--- src/rtl/if_fetch_if.sv ---
// Fetch-stage bus bundle: instruction-memory request/response, branch
// redirect from execute, and the valid/ready handshake towards decode.
interface if_fetch_if #(
    parameter int unsigned W = 32
);
    // Instruction memory
    logic         IMEM_req;
    logic [W-1:0] IMEM_addr;
    logic         IMEM_gnt;
    logic         IMEM_rvalid;
    logic [W-1:0] IMEM_rdata;
    // Redirect from execute
    logic         Branch_taken;
    logic [W-1:0] Branch_target;
    // Decode handshake
    logic         ID_ready;
    logic         IF_valid;
    logic [W-1:0] IF_Instruction;
    logic [W-1:0] IF_PC;

    // Fetch stage side
    modport master (
        output IMEM_req, IMEM_addr, IF_valid, IF_Instruction, IF_PC,
        input  IMEM_gnt, IMEM_rvalid, IMEM_rdata, Branch_taken, Branch_target, ID_ready
    );

    // Environment side: memory, execute and decode
    modport slave (
        input  IMEM_req, IMEM_addr, IF_valid, IF_Instruction, IF_PC,
        output IMEM_gnt, IMEM_rvalid, IMEM_rdata, Branch_taken, Branch_target, ID_ready
    );
endinterface

--- src/rtl/if_fetch.sv ---
// Instruction-fetch stage. Owns the PC, issues word requests to instruction
// memory under a credit limit, buffers returned words with their PCs and
// hands them to decode over a valid/ready handshake. A branch redirect
// flushes the buffer and turns every in-flight response into one to drop.
module if_fetch #(
    parameter int unsigned               REG_DATA_WIDTH = 32,
    parameter logic [REG_DATA_WIDTH-1:0] RESET_PC       = '0,
    parameter int unsigned               FIFO_DEPTH     = 2
) (
    input  logic       clk,
    input  logic       resetn,
    if_fetch_if.master bus
);
    localparam int unsigned   W       = REG_DATA_WIDTH;
    localparam int unsigned   AW      = $clog2(FIFO_DEPTH);
    localparam int unsigned   CW      = AW + 2;
    localparam logic [CW-1:0] DEPTH_C = CW'(FIFO_DEPTH);

    // RUN: no stale responses outstanding. DRAIN: dropping stale responses.
    typedef enum logic {RUN, DRAIN} state_t;

    state_t        state;
    logic [W-1:0]  pc;

    // Address queue: PCs of granted requests awaiting their response
    logic [W-1:0]  aq_mem [FIFO_DEPTH];
    logic [AW-1:0] aq_wr;
    logic [AW-1:0] aq_rd;
    logic [CW-1:0] pend;

    // Instruction buffer: returned words with their PCs
    logic [W-1:0]  buf_data [FIFO_DEPTH];
    logic [W-1:0]  buf_pc   [FIFO_DEPTH];
    logic [AW-1:0] buf_wr;
    logic [AW-1:0] buf_rd;
    logic [CW-1:0] buf_cnt;

    // Responses still owed for requests made before a redirect
    logic [CW-1:0] discard;

    logic          draining;
    logic          rsp_legal;
    logic          rsp_drop;
    logic          rsp_keep;
    logic          xfer;
    logic          gnt_fire;
    logic [CW-1:0] occupancy;
    logic [CW-1:0] discard_br;

    assign draining  = (state == DRAIN);
    assign rsp_legal = bus.IMEM_rvalid & (draining | (pend != '0));
    assign rsp_drop  = bus.IMEM_rvalid & draining;
    assign rsp_keep  = bus.IMEM_rvalid & ~draining & (pend != '0);

    assign bus.IF_valid       = (buf_cnt != '0) & ~bus.Branch_taken;
    assign bus.IF_Instruction = buf_data[buf_rd];
    assign bus.IF_PC          = buf_pc[buf_rd];
    assign xfer               = bus.IF_valid & bus.ID_ready;

    // A slot released this cycle by a transfer to decode or by a dropped
    // stale word is already free for a new request; this is what lets a
    // 1-cycle memory sustain one fetch per cycle with only two slots.
    // Without a grant the occupancy never grows, so a raised request holds.
    assign occupancy    = pend + buf_cnt + discard - CW'(xfer) - CW'(rsp_drop);
    assign bus.IMEM_req = resetn & (occupancy < DEPTH_C) & ~bus.Branch_taken;
    assign bus.IMEM_addr = pc;
    assign gnt_fire      = bus.IMEM_req & bus.IMEM_gnt;

    // On redirect every pending request becomes stale; a response arriving
    // in the same cycle is consumed by that cycle and is not owed any more.
    assign discard_br = discard + pend - CW'(rsp_legal);

    // PC, drain FSM, occupancy counters and queue pointers
    always_ff @(posedge clk or negedge resetn) begin
        if (!resetn) begin
            pc      <= RESET_PC;
            state   <= RUN;
            discard <= '0;
            pend    <= '0;
            buf_cnt <= '0;
            aq_wr   <= '0;
            aq_rd   <= '0;
            buf_wr  <= '0;
            buf_rd  <= '0;
        end else if (bus.Branch_taken) begin
            pc      <= bus.Branch_target & ~W'(3);
            discard <= discard_br;
            state   <= (discard_br != '0) ? DRAIN : RUN;
            pend    <= '0;
            buf_cnt <= '0;
            aq_wr   <= '0;
            aq_rd   <= '0;
            buf_wr  <= '0;
            buf_rd  <= '0;
        end else begin
            if (gnt_fire) begin
                pc    <= pc + W'(4);
                aq_wr <= aq_wr + AW'(1);
            end
            if (rsp_keep) begin
                aq_rd  <= aq_rd + AW'(1);
                buf_wr <= buf_wr + AW'(1);
            end
            if (xfer) begin
                buf_rd <= buf_rd + AW'(1);
            end
            if (rsp_drop) begin
                discard <= discard - CW'(1);
                state   <= (discard == CW'(1)) ? RUN : DRAIN;
            end
            pend    <= pend + CW'(gnt_fire) - CW'(rsp_keep);
            buf_cnt <= buf_cnt + CW'(rsp_keep) - CW'(xfer);
        end
    end

    // NOTE: the buffer storage is reset because its head drives
    // IF_Instruction/IF_PC, which must read zero out of reset; the address
    // queue storage never reaches an output and is left without reset.
    // Buffer storage: capture each kept response with its request PC
    always_ff @(posedge clk or negedge resetn) begin
        if (!resetn) begin
            for (int i = 0; i < FIFO_DEPTH; i++) begin
                buf_data[i] <= '0;
                buf_pc[i]   <= '0;
            end
        end else if (rsp_keep && !bus.Branch_taken) begin
            buf_data[buf_wr] <= bus.IMEM_rdata;
            buf_pc[buf_wr]   <= aq_mem[aq_rd];
        end
    end

    // Address queue storage: record the PC of every granted request
    always_ff @(posedge clk) begin
        if (gnt_fire) begin
            aq_mem[aq_wr] <= pc;
        end
    end
endmodule

--- src/flat_wrapper.sv ---
// flat-port wrapper written by rule: the top's interface ports become plain ports
module if_fetch_flat 
#(
    parameter int unsigned               REG_DATA_WIDTH = 32,
    parameter logic [REG_DATA_WIDTH-1:0] RESET_PC       = '0,
    parameter int unsigned               FIFO_DEPTH     = 2
)
  (clk, resetn, bus_IMEM_req, bus_IMEM_addr, bus_IF_valid, bus_IF_Instruction, bus_IF_PC, bus_IMEM_gnt, bus_IMEM_rvalid, bus_IMEM_rdata, bus_Branch_taken, bus_Branch_target, bus_ID_ready);
  if_fetch_if #(.W((32))) bus_i ();
  input  logic clk;
  input  logic resetn;
  output wire logic [$bits(bus_i.IMEM_req)-1:0] bus_IMEM_req;
  output wire logic [$bits(bus_i.IMEM_addr)-1:0] bus_IMEM_addr;
  output wire logic [$bits(bus_i.IF_valid)-1:0] bus_IF_valid;
  output wire logic [$bits(bus_i.IF_Instruction)-1:0] bus_IF_Instruction;
  output wire logic [$bits(bus_i.IF_PC)-1:0] bus_IF_PC;
  input wire logic [$bits(bus_i.IMEM_gnt)-1:0] bus_IMEM_gnt;
  input wire logic [$bits(bus_i.IMEM_rvalid)-1:0] bus_IMEM_rvalid;
  input wire logic [$bits(bus_i.IMEM_rdata)-1:0] bus_IMEM_rdata;
  input wire logic [$bits(bus_i.Branch_taken)-1:0] bus_Branch_taken;
  input wire logic [$bits(bus_i.Branch_target)-1:0] bus_Branch_target;
  input wire logic [$bits(bus_i.ID_ready)-1:0] bus_ID_ready;
  assign bus_IMEM_req = bus_i.IMEM_req;
  assign bus_IMEM_addr = bus_i.IMEM_addr;
  assign bus_IF_valid = bus_i.IF_valid;
  assign bus_IF_Instruction = bus_i.IF_Instruction;
  assign bus_IF_PC = bus_i.IF_PC;
  assign bus_i.IMEM_gnt = bus_IMEM_gnt;
  assign bus_i.IMEM_rvalid = bus_IMEM_rvalid;
  assign bus_i.IMEM_rdata = bus_IMEM_rdata;
  assign bus_i.Branch_taken = bus_Branch_taken;
  assign bus_i.Branch_target = bus_Branch_target;
  assign bus_i.ID_ready = bus_ID_ready;
  if_fetch #(.REG_DATA_WIDTH(REG_DATA_WIDTH), .RESET_PC(RESET_PC), .FIFO_DEPTH(FIFO_DEPTH)) u_core (.clk(clk), .resetn(resetn), .bus(bus_i));
endmodule
--- config.mk ---
export PLATFORM = sky130hd
export DESIGN_NAME = if_fetch_flat
export DESIGN_NICKNAME = d
export VERILOG_FILES = /design/src/rtl/if_fetch_if.sv /design/src/rtl/if_fetch.sv /design/src/flat_wrapper.sv
export SDC_FILE = /design/constraint.sdc
export NUM_CORES = 1
export LEC_CHECK = 0
export BUFFER_PORTS_ARGS = -buffer_cell sky130_fd_sc_hd__buf_2
export CORE_ASPECT_RATIO = 0.75
export CORE_MARGIN = 5
export CORE_UTILIZATION = 35
export DETAILED_ROUTE_END_ITERATION = 10
export GPL_TIMING_DRIVEN = 0
export SETUP_SLACK_MARGIN = 0.2
export SKIP_LAST_GASP = 1
export SLEW_MARGIN = 20
export SYNTH_ARGS = -nofsm -noshare
export SYNTH_HDL_FRONTEND = slang
export SYNTH_SLANG_ARGS = --single-unit
--- constraint.sdc ---
create_clock -name clk -period 9 [get_ports clk]
set_input_delay 1.8 -clock clk [delete_from_list [all_inputs] [get_ports clk]]
set_output_delay 1.8 -clock clk [all_outputs]
set_load 0.02 [all_outputs]
# ---- After elaboration in Yosys (flattened, before gate mapping)
# Memories as Yosys holds them, arrays and structs flattened.
# Index checks and enable logic that the tools add are counted.
dict set report totals {
  register_bits 174
  out_inout_bits 98
  mem_bits_rw 64
  inputBits 70
  word_cells 89
  n_memories 1
}
# name words word_bits read_ports rd_clocked_by_memory_dff wr line
set memory_table {}
lappend memory_table {u_core.aq_mem 2 32 1 0 1 if_fetch.sv:26} ;# logic [W-1:0] aq_mem [FIFO_DEPTH];
dict set report op_classes {
  reduce_logical 10
  bitwise_logic 14
  addsub 16
  magnitude_cmp 4
  eq_ne 1
  mux 30
}
# cell count
set ops {}
lappend ops {{$mux W32} 9}
lappend ops {{$bwmux W64} 2}
lappend ops {{$add A32 B3 Y32 const B} 1}
lappend ops {{$demux W32 S1} 1}
lappend ops {{$sub A3 B1 Y3} 5}
lappend ops {{$mux W1} 14}
lappend ops {{$mux W3} 4}
lappend ops {{$add A3 B3 Y3} 3}
lappend ops {{$and A1 B1 Y1} 9}
lappend ops {{$reduce_bool A3 Y1} 3}
lappend ops {{$reduce_bool A2 Y1} 4}
lappend ops {{$add A3 B1 Y3} 2}
lappend ops {{$add A1 B1 Y1 const B} 4}
lappend ops {{$ge A2 B2 Y1 const B} 2}
lappend ops {{$not A1 Y2} 2}
lappend ops {{$eq A3 B1 Y1 const B} 1}
lappend ops {{$lt A3 B2 Y1 const B} 1}
lappend ops {{$sub A3 B1 Y3 const B} 1}
lappend ops {{$logic_and A1 B1 Y1} 2}
lappend ops {{$lt A2 B1 Y1 const B} 1}
lappend ops {{$not A1 Y1} 2}
lappend ops {{$logic_not A1 Y1} 1}
lappend ops {{$or A1 B1 Y1} 1}

# ---- Logic depth before layout (Yosys ltp)
# Gate-level depths: netlist of run 1.
dict set report logic_depth {
  depth_word 12
  mapped_depth 20
  depth_no_buf 18
}

# ---- Worst setup path before layout of run 1
# Ideal clock, no wire load.
dict set report synth_timing {
  path_kind {input-to-output}
  startpoint {input port bus_Branch_taken}
  endpoint {output port bus_IMEM_req}
  n_path_buf 1
  arrival_time_ns 5.105
  setup_slack_ns 2.095
  required_time_ns 7.200
  path_stages 12
  path_cell_list {buf_2 > nor2_1 > and2_1 > fa_1 > fa_1 > inv_1 > ha_1 > a21o_1 > ha_1 > xnor2_1 > xor3_2 > nor2_1}
}
dict set report synth_via {
  elab_chain_cells 8
}
# item line
set synth_lines {}
lappend synth_lines {{start, declared} flat_wrapper.sv:20} ;# input wire logic [$bits(bus_i.Branch_taken)-1:0] bus_Branch_taken;
lappend synth_lines {{$not A1 Y1} if_fetch.sv:55} ;# assign bus.IF_valid = (buf_cnt != '0) & ~bus.Branch_taken;
lappend synth_lines {{$and A1 B1 Y1} if_fetch.sv:55}
lappend synth_lines {{net bus_IF_valid} flat_wrapper.sv:14} ;# output wire logic [$bits(bus_i.IF_valid)-1:0] bus_IF_valid;
lappend synth_lines {{$and A1 B1 Y1} if_fetch.sv:58} ;# assign xfer = bus.IF_valid & bus.ID_ready;
lappend synth_lines {{$sub A3 B1 Y3 (2 in a row)} if_fetch.sv:64} ;# assign occupancy = pend + buf_cnt + discard - CW'(xfer) - CW'(rsp_drop);
lappend synth_lines {{$lt A3 B2 Y1} if_fetch.sv:65} ;# assign bus.IMEM_req = resetn & (occupancy < DEPTH_C) & ~bus.Branch_taken;
lappend synth_lines {{$and A1 B1 Y1 (2 in a row)} if_fetch.sv:65}
lappend synth_lines {{end, declared} flat_wrapper.sv:12} ;# output wire logic [$bits(bus_i.IMEM_req)-1:0] bus_IMEM_req;
# The timed path passes the listed nets, and every way through them passes these cells.

# ---- Worst setup path after layout of run 1
dict set report layout_timing {
  startpoint {input port bus_Branch_taken}
  endpoint {output port bus_IMEM_req}
}
dict set report layout_via {
  elab_chain_cells 8
}
# item line
set layout_lines {}
lappend layout_lines {{$not A1 Y1 (*)} {if_fetch.sv:55, if_fetch.sv:65}}
lappend layout_lines {{$and A1 B1 Y1} if_fetch.sv:55}
lappend layout_lines {{$and A1 B1 Y1} if_fetch.sv:58}
lappend layout_lines {{$sub A3 B1 Y3 (2 in a row)} if_fetch.sv:64}
lappend layout_lines {{$lt A3 B2 Y1} if_fetch.sv:65}
lappend layout_lines {{$and A1 B1 Y1} if_fetch.sv:65}
lappend layout_lines {{$and A1 B1 Y1 (*)} if_fetch.sv:65}
# Mark *: on every way between the ends. The rest lies on a longest branch, timed or not.

==> results of run 1 <==
==> worst max-delay path by stage <==
stage | cells past startpoint | start | endpoint | slack, ns
floorplan | 12 | bus_Branch_taken | bus_IMEM_req | 2.10
global route | 13 | bus_Branch_taken | bus_IMEM_req | 1.89
CTS | 13 | bus_Branch_taken | bus_IMEM_req | 2.07
detailed placement | 13 | bus_Branch_taken | bus_IMEM_req | 2.07
global placement | 6 | resetn | u_core.aq_mem[0][23]$_DFFE_PP_ | 0.20
finish | 13 | bus_Branch_taken | bus_IMEM_req | 2.06
==> logic make-up after synthesis <==
| group | synth area share, % |
|---|---|
| compound gates | 7.99 |
| xor+xnor | 1.99 |
| fa+ha+maj | 2.75 |
| buf+inv | 3.48 |
| flops | 58.4 |
| mux | 17.0 |
| other cells | 0.0364 |
| simple gates | 8.38 |
==> state kept, by name, summed over array words and instances, names as in the netlist <==
signal / cells
u_core.pend: 3
u_core.buf_data: 64
u_core.buf_cnt: 3
u_core.buf_pc: 60
u_core.buf_wr: 1
u_core.aq_mem: 60
u_core.draining: 1
u_core.aq_wr: 1
u_core.buf_rd: 1
u_core.discard: 3
u_core.bus.IMEM_addr: 30
u_core.aq_rd: 1
==> layout by cell type (no fill, tap or decap), types with 4 or more instances in the layout <==
cell type	n
nor4_1	6
fa_1	6
buf_4	4
clkinv_2	6
ha_1	13
and3_1	10
conb_1	4
mux2i_1	33
and2_1	6
o31a_1	4
clkinvlp_4	4
a221o_1	9
nand2_1	28
dfrtp_1	168
xor2_1	5
xnor2_1	11
mux2_2	126
nor2_1	77
o21ai_1	4
or3_1	4
a21o_1	8
inv_1	27
nor3_1	9
a31oi_1	5
nand4_1	13
edfxtp_1	60
clkbuf_1	28
nand3_1	10
o21ai_0	18
a21oi_1	68
buf_2	178
clkbuf_16	25
==> worst max-delay path, cell delays in order <==
cell     delay (ns)
buf_2          0.18
nor2_1         0.15
and2_1         0.32
fa_1           0.48
fa_1           0.49
inv_1          0.04
ha_1           0.25
a21o_1         0.18
ha_1           0.19
xnor2_1        0.19
xor3_2         0.54
nor2_1         0.14
buf_2          0.19
==> Yosys cell counts (all sizes together) (2+ instances only) <==
cell	count	area, sq um
or3	4	25.0
nor2	78	293
o211ai	2	15.0
and3	11	68.8
nand4b	2	17.5
mux2i	33	330
nand3	10	50.1
nor4	6	37.5
edfxtp	60	1800
a221o	9	90.1
o31ai	4	43.8
clkbuf	24	90.1
or4	2	15.0
a21oi	69	349
dfrtp	168	4200
nand4	13	81.3
nor3	9	45.0
buf	27	163
nor3b	2	15.0
o21ai	22	110
a31oi	5	31.3
nand2	29	116
mux2	126	1420
nor2b	3	18.8
and2	6	37.5
fa	6	120
ha	13	163
o31a	4	35.0
xor2	5	43.8
a21o	8	60.1
inv	28	105
xnor2	12	113
==> area by class of cell <==
type	count	area [sq um]	share of cell area, %
flip-flops and latches	228	6010	48.2
multi-input cells	514	3950	31.7
repair buffers	163	878	7.06
clock buffers	29	641	5.15
well taps	392	490	3.94
plain buffers	51	253	2.03
clock inverters	15	131	1.06
inverters	28	105	0.844
==> report_power, final <==
| group | internal (mW) | switching [mW] | leakage, nW |
|---|---|---|---|
| Combinational | 0.509 | 0.713 | 2.60 |
| Clock | 0.565 | 0.404 | 0.370 |
| Sequential | 1.28 | 0.155 | 2.79 |
==> per-stage QoR <==
stage	setup WS, ns	total power, mW
after global routing	1.89	3.84
after floorplan	2.10	2.25
after CTS	2.07	3.67
after global placement	0.198	2.65
after detailed placement	2.07	2.68
final	2.06	3.62
==> metal layers <==
layer	vias up	share of wire (%)	track usage, %
met5	-	0	0
met4	0	1.3	2.38
met3	27	6.1	3.49
met2	193	45	25.6
met1	3574	48	24.4
li1	3325	-	-
==> impl_results.md, run 1 <==
* Outcome: finished clean
* Num rows at 54
* # clock sinks at approximately 230
* Total CTS buffers at 24
* GRT Total Usage at ~16%
* Area growth, synth to finish at 21.0%
* Hold_sp: u_core.buf_data[20]$_DFFE_PN0P_
* Worst-path clk slew at 0.06 ns
* Fin. max-slew vios at 0
* Max Clock Freq at between 0.1 and 0.15 GHz
* Period utilization at between 70% and 80%
* Critical Path Sink Type: output pin
* Initial antenna violation count at 0
* Post-route minimum period at 6.94 ns
* Hold-fix buffers, CTS at 0
* Die X at 208 um
* RD Place Congestion at approximately 0.79
* Filler instances at approximately 2,800
* PD cells at between 200 and 300 nW/um^2
* Largest net degree at the start of global routing at 89
* CTS tree: yes
* WL final at between 20,000 and 30,000 um
* Synthesized area per cell at around 13 sq um
* Cells after Synth at about 820
* Post-DP Area at around 12,000 sq um
* Clk_lat worst skew at between 0.5 and 0.6 ns
* Layout cells sized above 1 at 35.3%
* Reg2reg setup slack at between 3 and 4 ns
* Cells after DPL at 1,376
* DRT Pass-1 Iters at 5
* Crit Path Category: in2out
* Ys Warns at 0
* R2r worst-path depth at 20
* Vias per inst at ~5.0
* Grt total ovfl at 0
* HPWL after detailed placement at between 15,000 and 20,000 um
* Reg2reg end: u_core.pend[2]$_DFF_PN0_
* Global-route wire length before repair at ~43,000 um
* Drt drc at 0
* Initial core utilization at between 30% and 40%
* Drt wl/cell at approximately 19 um
* Required arrival time at the worst endpoint at a little over 7 ns
* Synth async-reset ratio at roughly 74%
* WHS at between 0.5 and 0.6 ns
* Clock Skew at approximately 0.018 ns
* TNS Setup at 0 ns
* Hold/Removal Path Class: reg2reg
* Number of flops mapped to enable cells by yosys at 60
* Worst Hold End: u_core.buf_data[20]$_DFFE_PN0P_
* H-tree lvl count at 1
* Yosys reg bits at about 230
* Die footprint at roughly 33,000 sq um
* Peak VDD IR at around 0.14 mV
* Post-CTS Setup Inserts at 0
* Nets at 1,099
* Worst Path Max Fanout at 8
* Diode count at 0
* DR iter-0 viols at 430
* Final Cell Area at between 10,000 and 15,000 sq um
* Final Non-Filler Cells at ~1,400
* PortBufs at 160
* Die height at about 160 um
* Crit start category: primary input
* Boundary Pins at approximately 170
* CORE AREA at 29,100 sq um
* Slew margin rel. at a little under half
* Depth of the worst hold-timing path at 1
* Top_reg_cell synth: dfrtp_1
* Worst-Margin Slew at roughly 0.81 ns
* Library cells used by synthesis at 59
* Leakage at 5.76 nW
* Vias at 7,119
* WP data arrival at between 5 and 6 ns
* Post-cts sizing count at 0
* Clk Tree Root Cell: clkbuf_16
* Finish-stage setup viols at 0
* Worst-case clock buffer depth at 3
* R2R Path Start: u_core.buf_cnt[2]$_DFF_PN0_
* RSZ-0062 raised after global routing: false
* Netlist Area Pre-Place at approximately 10,000 sq um
* Hold Vio Cnt, Final at 0
* Vias in the first global route at 7,155
* Register area share after synthesis at around three fifths
* Antenna-violating nets left at 0
* Max-cap violations at 0
* Final Util at about 43%
No activity file was read; power rests on OpenSTA's default activity.
==> run 2, diff against run 1 <==
Settings changed: ABC_AREA set to 1.
Clock period 9 ns to 7.2 ns, I/O delays scaled along.
==> run 2 against run 1 <==
Net effect:
- clock power up 32%
- final cell count increased by 35%
- non-clock buffer count rose by 13
- first-iteration DRC count grew 43%
- synthesized cell count rose by 58%
- design area up 6.2%
- sequential cell count stayed put
- global-route usage rose by 1.0 points
- worst hold slack worse by 0.029 ns
- routed wire length rose by 13%
- worst setup slack worse by 1.2 ns
- largest cell class unchanged
==> impl_results.md, run 2 <==
* Mux contribution to synthesized area at 3.28% (-14 points)
* Period utilization at 87.7%
* HPWL after detailed placement at 22,500 um (+14%)
* CTS tree: yes
* Synth top area cells: dfrtp_1 (38%), nand2_1 (18%), edfxtp_1 (16%)
* Crit start category: primary input
* DR iter-0 viols at 617 (+43%)
* Worst path cell trace: buf_2 > a21oi_1 > nand2_1 > inv_1 > fa_1 > fa_1 > inv_1 > ha_1 > a21o_1 > ha_1 > inv_1 > nand2_1 > nand2_1 > nand2_1 > nand2_1 > nand2_1 > a21oi_2 > buf_2 > buf_2
* Reg power frac at 37.5% (-2.0 points)
* Worst-Margin Slew at 0.833 ns (+0.0208 ns)
* PortBufs at 160 (unchanged)
* Commonest cells after routing, fill and taps aside: nand2_1 (513), buf_2 (183), dfrtp_1 (168), inv_1 (120), o21ai_0 (97)
* Synth top cells by count: nand2_1 (513), dfrtp_1 (168), inv_1 (120), o21ai_0 (97), nand3_1 (79)
* Nets at 1,577 (+43%)
* # clock sinks at 228 (unchanged)
* Boundary Pins at 168 (unchanged)
* Filler instances at 3,176 (+14%)
* Slew margin rel. at 44.5% (-1.4 points)
* R2r worst-path depth at 25 (+25%)
* Die height at 163 um (+3.1%)
* Delay of the slowest critical-path stage at 0.50 ns (-0.04 ns)
* Area growth, synth to finish at 20.4%
* WL final at 31,000 um (+13%)
* Int Pwr at 3.07 mW (+31%)
* Reg2reg end: u_core.pend[2]$_DFF_PN0_
* Max Clock Freq at about 0.16 GHz
* Largest Register: u_core.buf_data
* Initial core utilization at 35.3% (-0.11 points)
* Worst-case clock buffer depth at 3 (unchanged)
* Worst Path Max Fanout at 10 (+2)
* Worst Hold End: u_core.buf_pc[10]$_DFFE_PN0P_
* Main combinational cell family by area after synthesis: simple AND/OR/NAND/NOR gates
* Clk pwr share at 25.2% (-1.5 points)
* Post-route minimum period at 6.31 ns
* Synthesized area per cell at 8.48 sq um (-33%)
* PD cells at 386 nW/um^2 (+33%)
* Peak VDD IR at 0.216 mV (+51%)
* Max-cap violations at 0 (unchanged)
* TNS Setup at 0 ns (unchanged)
* Top_reg_cell synth: dfrtp_1
* Adder-cell share of the synthesized area at 2.57% (-0.17 points)
* Depth of the worst hold-timing path at 2 (+1)
* Post-CTS Setup Inserts at 0 (unchanged)
* Number of flops mapped to enable cells by yosys at 60 (unchanged)
* Vias in the first global route at 8,949 (+25%)
* H-tree lvl count at 1 (unchanged)
* Most common cell type on the critical path: nand2_1
* Outcome: finished clean
* Grt total ovfl at 0 (unchanged)
* Antenna-violating nets left at 0 (unchanged)
* Total CTS buffers at 25 (+4.2%)
* Largest net degree at the start of global routing at 86 (-3.4%)
* Hold-fix buffers, CTS at 0 (unchanged)
* Final Non-Filler Cells at 1,912 (+35%)
* Clk_lat worst skew at 0.55 ns (+0.03 ns)
* Initial antenna violation count at 0 (unchanged)
* Num rows at 56 (+3.7%)
* Drt drc at 0 (unchanged)
* CORE AREA at 31,100 sq um (+7.1%)
* Fin. max-slew vios at 0 (unchanged)
* Library cells used by synthesis at 36 (-39%)
* Ys Warns at 0 (unchanged)
* XOR/XNOR share of the synthesized area at 1.20% (-0.80 points)
* Cells after Synth at 1,295 (+58%)
* Post-Synth Simple-Gate Area at 23.9% (+16 points)
* Global-route wire length before repair at 49,400 um (+15%)
* Finish-stage setup viols at 0 (unchanged)
* Commonest non-fill, non-tap cell in the layout: nand2_1
* Reg2reg setup slack at 2.61 ns (-1.38 ns)
* GRT Total Usage at 17.4% (+1.0 points)
* NetSw at 2.03 mW (+60%)
* Die X at 215 um (+3.2%)
* Switching share of power at 39.8% (+4.7 points)
* Diode count at 0 (unchanged)
* Cells after DPL at 1,867 (+36%)
* Vias per inst at 4.76 (-5.0%)
* Synth area leader: dfrtp_1
* Layout cells sized above 1 at 18.7% (-17 points)
* Critical Path Sink Type: output pin
* Post-cts sizing count at 0 (unchanged)
* Hold_sp: u_core.buf_pc[10]$_DFFE_PN0P_
* Yosys top cell area share at 38.3% (-2.6 points)
* Drt wl/cell at 16.2 um (-16%)
* Worst-path clk slew at 0.06 ns (about the same)
* Most common cell in the netlist: nand2_1
* Gate power share at 37.4% (+3.7 points)
* WP data arrival at 4.87 ns (-0.27 ns)
* Hold/Removal Path Class: reg2reg
* Largest registers: u_core.buf_data x64, u_core.aq_mem x60, u_core.buf_pc x60
* Hold Vio Cnt, Final at 0 (unchanged)
* Post-synthesis compound-gate area fraction at 7.20% (-0.79 points)
* Crit Path Category: in2out
* Synth async-reset ratio at 73.7% (unchanged)
* WHS at 0.471 ns (-0.0290 ns)
* Max reg flops at 64 (unchanged)
* Register area share after synthesis at 54.7% (-3.7 points)
* Netlist Area Pre-Place at 11,000 sq um (+6.8%)
* Leakage at 6.51 nW (+13%)
* Vias at 9,104 (+28%)
* Die footprint at 35,100 sq um (+6.4%)
* RD Place Congestion at 0.878 (+11%)
* DRT Pass-1 Iters at 6 (+1)
* Clk Tree Root Cell: clkbuf_16
* Clock Skew at 0.0187 ns (+0.000792 ns)
* Yosys reg bits at 228 (unchanged)
* R2R Path Start: u_core.buf_cnt[2]$_DFF_PN0_
* Final Util at 42.5% (-0.35 points)
* RSZ-0062 raised after global routing: false
* Required arrival time at the worst endpoint at 5.76 ns (-1.44 ns)
* CP max stage cell: fa_1
run 2: cell count changes in the layout (fill, tap and decap cells not counted), sizes merged, moves of 10 or more:
cell and change:
nand2 +485, o21ai +122, inv +96, mux2 -94, nand3 +72, a21oi -64
mux2i -33, nor2 -22, and3 -11, nand4 -10
run 2: cell families (layout without fill, tap and decap cells):
group,after synthesis,count (layout)
buffers and inverters,187,395
XOR/XNOR,15,15
adder cells (fa/ha/maj),19,19
AND/OR/NAND/NOR,659,659
multiplexers,32,32
AO/OA/AOI/OAI,154,154
other,1,4
flip-flops,228,228
run 2: how the worst max path moves through the flow:
stage,from,end,slack (ns),cells after the start
after floorplan,bus_Branch_taken,u_core.aq_mem[1][10]$_DFFE_PP_,0.97,20
final,bus_Branch_taken,bus_IMEM_req,0.89,19
after global routing,bus_Branch_taken,bus_IMEM_req,0.60,19
after detailed placement,bus_Branch_taken,bus_IMEM_req,0.92,19
after CTS,bus_Branch_taken,bus_IMEM_req,0.90,19
after global placement,resetn,u_core.aq_mem[1][29]$_DFFE_PP_,-0.64,6
run 2: power groups by stage:
stage | Clock (mW) | Combinational, mW | Sequential [mW]
after CTS | 1.32 | 1.94 | 1.91
after detailed placement | 0 | 1.93 | 1.93
after floorplan | 0 | 1.23 | 1.90
after global placement | 0 | 1.89 | 1.92
after global routing | 1.37 | 2.14 | 1.95
final | 1.28 | 1.91 | 1.91
run 2: through the flow:
stage | instance area [sq um] | power, mW | setup WS, ns
floorplan | 11000 | 3.13 | 0.965
global placement | 12300 | 3.81 | -0.642
detailed placement | 12400 | 3.86 | 0.916
CTS | 13200 | 5.17 | 0.904
global route | 13200 | 5.46 | 0.597
finish | 13200 | 5.11 | 0.887
run 2: final cells by class:
class	count	area [sq um]	share of cell area, %
Buffer	64	320	2.42
Sequential cell	228	6010	45.4
Multi-Input combinational cell	883	4220	31.9
Inverter	123	462	3.49
Timing Repair Buffer	163	893	6.76
Clock inverter	13	159	1.20
Clock buffer	32	652	4.93
Tap cell	406	508	3.84
run 2: metal layers:
layer | track usage, % | routed length [um]
met1 | 25.8 | 15200
met2 | 26.8 | 13600
met3 | 3.08 | 1520
met4 | 4.04 | 691
met5 | 0 | 0
run 2: critical path, delay by kind of cell:
kind	cells	cell delay, ns
AOI/OAI and AO/OA	3	0.46
adders and majority gates	4	1.46
buffers and inverters	6	0.96
and+or+nand+nor	6	0.55
==> run 3, diff against run 2 <==
Settings changed: ABC_AREA 1 to unset, SLEW_MARGIN 20 to unset.
==> run 3 against run 2 <==
Net effect:
- design area is 6.0% lower
- final cell count is 26% lower
- die area is 6.0% lower
- sequential share of layout area is 2.9 points higher
- combinational power is 20% lower
- non-clock buffer count is 14 lower
- sequential power is 6% lower
- maximum frequency is 1.5% higher
- first-iteration DRC count is 13% lower
- worst setup slack better by 0.092 ns
- core utilization is 0.29 points higher
- critical path depth is 6 lower
==> impl_results.md, run 3 (synthesized netlist as in run 1, its figures left out) <==
* Int Pwr at 2.93 mW (-4.5%)
* HPWL after detailed placement at 19,700 um (-13%)
* Peak VDD IR at 0.190 mV (-12%)
* Global-route wire length before repair at 42,900 um (-13%)
* Total CTS buffers at 24 (-4.0%)
* Num rows at 54 (-3.6%)
* Area growth, synth to finish at 20.8%
* DR iter-0 viols at 539 (-13%)
* Clk pwr share at 26.6% (+1.4 points)
* Largest Register: u_core.buf_data
* Initial antenna violation count at 0 (unchanged)
* Crit Path Category: in2out
* DRT Pass-1 Iters at 5 (-1)
* CORE AREA at 29,100 sq um (-6.6%)
* Nets at 1,098 (-30%)
* Slew margin rel. at 44.6% (+0.10 points)
* Vias per inst at 5.00 (+5.0%)
* Hold/Removal Path Class: reg2reg
* Hold-fix buffers, CTS at 0 (unchanged)
* PD cells at 365 nW/um^2 (-5.6%)
* Largest registers: u_core.buf_data x64, u_core.aq_mem x60, u_core.buf_pc x60
* Depth of the worst hold-timing path at 1 (-1)
* Layout cells sized above 1 at 35.3% (+17 points)
* Antenna-violating nets left at 0 (unchanged)
* Period utilization at 86.4% (-1.3 points)
* Vias in the first global route at 7,215 (-19%)
* Cells after DPL at 1,375 (-26%)
* Drt drc at 0 (unchanged)
* Hold_sp: u_core.buf_data[61]$_DFFE_PN0P_
* Met2 Use GR at 26.0% (-0.88 points)
* Clk Tree Root Cell: clkbuf_16
* Boundary Pins at 168 (unchanged)
* Vias at 7,096 (-22%)
* Clk_lat worst skew at 0.52 ns (-0.03 ns)
* Register Area at 6010 sq um (unchanged)
* Crit start category: primary input
* Gate power share at 33.8% (-3.6 points)
* GRT Total Usage at 16.4% (-0.99 points)
* Post-CTS Setup Inserts at 0 (unchanged)
* Reg2reg setup slack at 2.20 ns (-0.41 ns)
* Critical Path Sink Type: output pin
* Worst-Margin Slew at 0.832 ns (-0.00150 ns)
* Fin. max-slew vios at 0 (unchanged)
* Post-cts sizing count at 0 (unchanged)
* M3 GR Usage at 3.01% (-0.062 points)
* Max-cap violations at 0 (unchanged)
* Largest net degree at the start of global routing at 107 (+24%)
* NetSw at 1.60 mW (-21%)
* Max reg flops at 64 (unchanged)
* Final Non-Filler Cells at 1,419 (-26%)
* Die height at 158 um (-3.0%)
* Reg power frac at 39.6% (+2.1 points)
* CTS tree: yes
* PortBufs at 160 (unchanged)
* Diode count at 0 (unchanged)
* Commonest non-fill, non-tap cell in the layout: buf_2
* Finish-stage setup viols at 0 (unchanged)
* PnR Total Power at 4.53 mW (-11%)
* WL final at 27,600 um (-11%)
* Grt total ovfl at 0 (unchanged)
* Max Clock Freq at 0.161 GHz (+1.5%)
* R2r worst-path depth at 20 (-20%)
* H-tree lvl count at 1 (unchanged)
* Switching share of power at 35.3% (-4.5 points)
* # clock sinks at 228 (unchanged)
* Worst Hold End: u_core.buf_data[61]$_DFFE_PN0P_
* Worst Path Max Fanout at 8 (-2)
* Multi-input gate area at 3950 sq um (-6.6%)
* R2R Path Start: u_core.buf_cnt[2]$_DFF_PN0_
* RD Place Congestion at 0.791 (-9.9%)
* Post-route minimum period at 6.22 ns (-0.0923 ns)
* Filler instances at 2,801 (-12%)
* Leakage at 5.74 nW (-12%)
* Die footprint at 33,000 sq um (-6.0%)
* Reg2reg end: u_core.pend[2]$_DFF_PN0_
* Worst-path clk slew at 0.06 ns (about the same)
* Clock Skew at 0.0109 ns (-0.00787 ns)
* Outcome: finished clean
* Commonest cells after routing, fill and taps aside: buf_2 (178), dfrtp_1 (168), mux2_2 (126), nor2_1 (77), a21oi_1 (68)
* Required arrival time at the worst endpoint at 5.76 ns (about the same)
* Hold Vio Cnt, Final at 0 (unchanged)
* GR Layer Usage met1 at 24.3% (-1.6 points)
* Die X at 208 um (-3.1%)
* Initial core utilization at 35.4% (+0.11 points)
* RSZ-0062 raised after global routing: false
* WP data arrival at 4.78 ns (-0.09 ns)
* Busiest grt layer: met2
* Drt wl/cell at 19.4 um (+20%)
* Worst-case clock buffer depth at 3 (unchanged)
-- run 3: area by class of cell --
type                       count  share of cell area (%)
sequential                   228                    48.3
tap                          392                    3.95
timing repair buffer         162                    6.90
inverter                      28                   0.845
multi-input combinational    514                    31.7
buffer                        51                    2.03
clock inverter                14                   0.805
clock buffer                  30                    5.42
-- run 3: how the worst max path moves through the flow --
stage / from / to / slack (ns) / cells after the start
after floorplan: bus_Branch_taken / u_core.aq_mem[0][10]$_DFFE_PP_ / 0.85 / 15
after global placement: resetn / u_core.aq_mem[0][23]$_DFFE_PP_ / -1.24 / 6
after detailed placement: bus_Branch_taken / bus_IMEM_req / 0.99 / 13
after CTS: bus_Branch_taken / bus_IMEM_req / 0.98 / 13
after global routing: bus_Branch_taken / bus_IMEM_req / 0.81 / 13
final: bus_Branch_taken / bus_IMEM_req / 0.98 / 13
-- run 3: metal layers --
metal / part of all wire, % / wire [um]
met5: 0 / 0
met4: 1.4 / 374
met3: 5.2 / 1430
met2: 45 / 12400
met1: 49 / 13400
-- run 3: critical path: stages --
cell and delay, ns:
buf_2 0.18, nor2_1 0.17, and2_1 0.32, fa_1 0.48, fa_1 0.49, inv_1 0.04, ha_1 0.26, a21o_1 0.18
ha_1 0.18, xnor2_1 0.20, xor3_2 0.54, nor2_1 0.13, buf_2 0.18
-- run 3: metrics by stage --
step                instance area, sq um  setup WS, ns  hold slack [ns]  TNS (ns)  utilization (%)
floorplan                          10300         0.846            0.464         0                -
detailed placement                 11700         0.987            0.491         0             40.1
global placement                   11600         -1.24            0.473    -38.16             39.9
finish                             12400         0.979            0.501         0             42.8
CTS                                12400         0.976            0.505         0             42.8
global route                       12400         0.805            0.510         0             42.8
-- run 3: power groups by stage --
| stage | sequential (mW) | clock (mW) | combinational, mW |
|---|---|---|---|
| finish | 1.80 | 1.21 | 1.53 |
| global route | 1.83 | 1.29 | 1.67 |
| CTS | 1.79 | 1.24 | 1.55 |
| detailed placement | 1.82 | 0 | 1.54 |
| global placement | 1.81 | 0 | 1.51 |
| floorplan | 1.79 | 0 | 1.03 |
